## config.mk

```make
export PLATFORM = sky130hd
export DESIGN_NAME = vga_screen_select
export DESIGN_NICKNAME = d
export VERILOG_FILES = /design/src/rtl/vga_screen_select.sv
export SDC_FILE = /design/constraint.sdc
export NUM_CORES = 1
export LEC_CHECK = 0
export BUFFER_PORTS_ARGS = -buffer_cell sky130_fd_sc_hd__buf_4
export CAP_MARGIN = 20
export CORE_AREA = 10 10 78 80
export CTS_CLUSTER_DIAMETER = 30
export CTS_CLUSTER_SIZE = 8
export DETAILED_ROUTE_END_ITERATION = 8
export DIE_AREA = 0 0 88 90
export PLACE_DENSITY = 0.75
export SLEW_MARGIN = 20
export SYNTH_ARGS = -nofsm -noshare
export SYNTH_HDL_FRONTEND = slang
export SYNTH_SLANG_ARGS = --single-unit
```

## constraint.sdc

```tcl
create_clock -name clk -period 1.7 [get_ports clk]
set_input_delay 0 -clock clk [delete_from_list [all_inputs] [get_ports clk]]
set_output_delay 0 -clock clk [all_outputs]
set_load 0.005 [all_outputs]
```

## src/rtl/vga_screen_select.sv

```systemverilog
// vga_screen_select: picks one of NUM_SCREENS VGA sources and drives it to the
// shared outputs. A new screen only takes over on a frame boundary, which is
// the falling edge of the current screen's vsync.
// Optional feature macro: SCREEN_FADE_EN. When defined, each switch blanks
// the colors for BLANK_FRAMES frames of the new screen.
module vga_screen_select #(
  parameter int NUM_SCREENS    = 8,
  parameter int SEL_W          = 3,
  parameter int COLOR_W        = 4,
  parameter int DEFAULT_SCREEN = 1,
  parameter int BLANK_FRAMES   = 2
) (
  input  logic                               clk,
  input  logic                               reset,
  input  logic [SEL_W-1:0]                   sel,
  input  logic [NUM_SCREENS-1:0]             hsync_in,
  input  logic [NUM_SCREENS-1:0]             vsync_in,
  input  logic [NUM_SCREENS*3*COLOR_W-1:0]   rgb_in,
  output logic                               hSync,
  output logic                               vSync,
  output logic [COLOR_W-1:0]                 VGA_R,
  output logic [COLOR_W-1:0]                 VGA_G,
  output logic [COLOR_W-1:0]                 VGA_B,
  output logic [SEL_W-1:0]                   active,
  output logic                               switching
);

  localparam int PIX_W = 3 * COLOR_W;

`ifdef SCREEN_FADE_EN
  typedef enum logic [1:0] {ACTIVE, PENDING, BLANK} state_t;
  logic [3:0] cnt, cnt_d;
`else
  typedef enum logic [1:0] {ACTIVE, PENDING} state_t;
`endif

  state_t           state, state_d;
  logic [SEL_W-1:0] pending, pending_d, active_d;
  logic [SEL_W-1:0] sel_map;
  logic             vs_q;
  logic             frame_edge;
  logic [PIX_W-1:0] pix;

  // Out-of-range requests fall back to the default screen.
  assign sel_map    = (32'(sel) < 32'(NUM_SCREENS)) ? sel : SEL_W'(DEFAULT_SCREEN);
  assign frame_edge = vs_q & ~vsync_in[active];
  assign pix        = rgb_in[active*PIX_W +: PIX_W];
  assign switching  = (state != ACTIVE);

  // State and selection registers.
  always_ff @(posedge clk) begin
    if (reset) begin
      state   <= ACTIVE;
      active  <= SEL_W'(DEFAULT_SCREEN);
      pending <= SEL_W'(DEFAULT_SCREEN);
      vs_q    <= 1'b1;
`ifdef SCREEN_FADE_EN
      cnt     <= 4'd0;
`endif
    end else begin
      state   <= state_d;
      active  <= active_d;
      pending <= pending_d;
      vs_q    <= vsync_in[active];
`ifdef SCREEN_FADE_EN
      cnt     <= cnt_d;
`endif
    end
  end

  // Next-state: requests wait in PENDING until the current screen's frame ends.
  always_comb begin
    state_d   = state;
    active_d  = active;
    pending_d = pending;
`ifdef SCREEN_FADE_EN
    cnt_d     = cnt;
`endif
    case (state)
      ACTIVE: begin
        if (sel_map != active) begin
          pending_d = sel_map;
          state_d   = PENDING;
        end
      end
      PENDING: begin
        if (frame_edge) begin
          // Commit what was latched; a sel change this same cycle is picked
          // up afterwards as a fresh request.
          active_d = pending;
`ifdef SCREEN_FADE_EN
          state_d  = BLANK;
          cnt_d    = 4'(BLANK_FRAMES);
`else
          state_d  = ACTIVE;
`endif
        end else if (sel_map == active) begin
          state_d = ACTIVE;
        end else begin
          pending_d = sel_map;
        end
      end
`ifdef SCREEN_FADE_EN
      BLANK: begin
        if (sel_map != active) pending_d = sel_map;
        if (frame_edge) begin
          cnt_d = cnt - 4'd1;
          if (cnt <= 4'd1) state_d = (sel_map != active) ? PENDING : ACTIVE;
        end
      end
`endif
      default: state_d = ACTIVE;
    endcase
  end

  // Registered video outputs, one cycle behind the selected screen.
  always_ff @(posedge clk) begin
    if (reset) begin
      hSync <= 1'b1;
      vSync <= 1'b1;
      VGA_R <= '0;
      VGA_G <= '0;
      VGA_B <= '0;
    end else begin
      hSync <= hsync_in[active];
      vSync <= vsync_in[active];
      VGA_R <= pix[PIX_W-1 -: COLOR_W];
      VGA_G <= pix[2*COLOR_W-1 -: COLOR_W];
      VGA_B <= pix[COLOR_W-1:0];
`ifdef SCREEN_FADE_EN
      if (state == BLANK) begin
        VGA_R <= '0;
        VGA_G <= '0;
        VGA_B <= '0;
      end
`endif
    end
  end

endmodule
```

==> flow_summary.toml <==
[layout]
final_common_cell = "buf_4"
fin_area_um2 = 2670
final_cells = 307
final_cell_mix = "142 x buf_4, 28 x mux4_2, 20 x dfxtp_1"
diodes = 0
nFillCells = 421
area_growth_pct = 79.8
drive_gt1_frac = 0.719
post-route-util = 0.580
nets = 371

[power_and_ir_drop]
p_clk_frac = 0.200
power_density_nw_per_um2 = 593
leakagePower_uw = 0.00123
power_switching_uw = 405
ir_drop_mv = 0.359
netSwitchingFraction = 0.256
pwr-share-comb = 0.440
p_int_uw = 1180
pwr-share-seq = 0.360

[cts]
hold_buffers = 0
cts_tree = "built"
clk_pin_slew_worst_paths_ns = 0.08
clock-sinks = 21
clock_latency_ns = 0.25
cts.path.max_buffers = 2
cts_made_buffers = 3
post_cts_buffers = 0
cts_root_buffer = "clkbuf_8"
htreeDepth = 1

[worst_setup_path]
cp.required_ns = 1.89
cp-start-kind = "register"
path_class = "register to register"
cp_max_fo = 7
worstPathArrival_ns = 1.91
crit_path_end_kind = "register"

[timing]
finalCritPeriodShare = 1.01
fin_tns_setup_ns = -0.0465
setup_slack_ns = -0.0233
worst_pin_slew_ns = 0.303
rsz0062_at_grt = "true"
fin_crit_ns = 1.72
slew_viol_final = 0
relSlewSlack = 0.798
fmax_ghz = 0.580
setup_viol = 3
hold_viol_final = 0
fin_skew_ns = 0.00681

[routing]
ant_nets = 0
routed_wirelength_um = 6180
dr.pass1.iters = 4
via_per_inst = 5.10
drt_iter0_markers = 26
vias = 1566
drc = 0
wl_per_cell_um = 20.1

[synthesis]
syn_avg_cell_area_um2 = 12.9
seq_area_frac_synth = 0.283
syn_nets = 232
synth_cell_types = 25
syn_inst = 115
synthesis.area_um2 = 1480
ys_ff_latch = 21
yosysWarnings = 0

[die]
fp.coreArea_um2 = 4600
die_height_um = 90
num_rows = 25
ioPinCount = 135
dieWidth_um = 88
die_area_um2 = 7920
initial_core_util = 0.323

[min_path]
hold_class = "input port to register"

[outcome]
status = "finished with violations"
violations = "negative setup slack"

[global_routing]
grt_overflow_total = 0
grt_max_degree = 22
grt_pass1_wl_um = 9880
antenna_found_initial = 0
grt_pass1_vias = 1905
track_usage = 0.159

[placed_design]
port_buffers = 134
place_congestion = 0.745
dpl_cell_area_um2 = 2600
dp_cells = 303
hpwl_um = 5460
pre_cts_slack_ns = -0.0293

[run]
maxCapViolations = 0
## power groups by stage
stage          Clock (µW)  Combinational [µW]  Sequential (µW)
2_1_floorplan           0                 343              582
3_3_place_gp            0                 688              580
3_5_place_dp            0                 695              581
4_1_cts               331                 708              571
5_1_grt               354                 764              577
6_report              317                 696              570
## path summary, 6_finish.rpt
kind | from | endpoint | slack [ns] | depth (start not counted)
worst min register to register | pending[0] | pending[0] | 0.54 | 2
worst max-delay path | active[0] | active[1] | -0.02 | 4
worst max register to register | active[0] | active[1] | -0.02 | 4
worst min-delay path | sel[1] | pending[1] | 0.04 | 3
## area by class of cell
cell class,count,area (µm²),area share
Inverter,2,7.51,0.00281
Tap cell,54,67.6,0.0253
Timing Repair Buffer,143,1080,0.404
Sequential cell,21,424,0.159
Clock buffer,4,45.0,0.0169
Multi-Input combinational cell,83,1050,0.392
## cells in the mapped netlist (all sizes together)
cell type | instances | share of area
mux4 | 28 | 0.42
dfxtp | 21 | 0.28
mux2i | 14 | 0.094
nor2 | 13 | 0.033
buf | 5 | 0.015
clkbuf | 4 | 0.010
mux2 | 3 | 0.023
nand2 | 3 | 0.0076
nor2b | 3 | 0.013
xnor2 | 3 | 0.018
and3 | 2 | 0.0084
inv | 2 | 0.0051
nand3 | 2 | 0.0067
o211ai | 2 | 0.010
o21ai | 2 | 0.0067
a211o | 1 | 0.0059
and2 | 1 | 0.0042
and4 | 1 | 0.0059
nand4 | 1 | 0.0042
o21a | 1 | 0.0051
o311ai | 1 | 0.0059
or2 | 1 | 0.0042
or3b | 1 | 0.0059
## worst max-delay path: stages, from the launching register on
cell     delay, ns
dfxtp_4       0.38
mux4_2        0.49
mux2_4        0.33
or3b_4        0.39
o21ai_1       0.08
## per-layer routing
| metal | share of wire | wire length, µm | track usage |
|---|---|---|---|
| met5 | 0 | 0 | 0 |
| met4 | 0.0074 | 46 | 0.0293 |
| met3 | 0.15 | 900 | 0.106 |
| met2 | 0.52 | 3230 | 0.271 |
| met1 | 0.32 | 2010 | 0.155 |
## stage by stage
step	hold WS, ns	power, µW
global placement	0.289	1270
detailed placement	0.305	1280
global route	0.0428	1690
floorplan	0.0724	925
finish	0.0379	1580
CTS	0.0397	1610
## flip-flops by register name, indices dropped and copies added (netlist names)
signal   cells
hSync        1
active       3
state        1
VGA_R        4
VGA_G        4
pending      3
vSync        1
VGA_B        4
## repair_timing
item,CTS,global route
cloned,0,0
endpoints found under the setup margin,5,6
pin swaps,3,1
resized for setup,4,1
## cell families after synthesis
kind of cell / after synthesis / synth area share
multiplexers: 45 / 0.542
AND/OR/NAND/NOR: 28 / 0.0928
flip-flops: 21 / 0.283
buffers and inverters: 11 / 0.0304
AO/OA/AOI/OAI: 7 / 0.0337
XOR/XNOR: 3 / 0.0177
No activity file was read; power rests on OpenSTA's default activity.
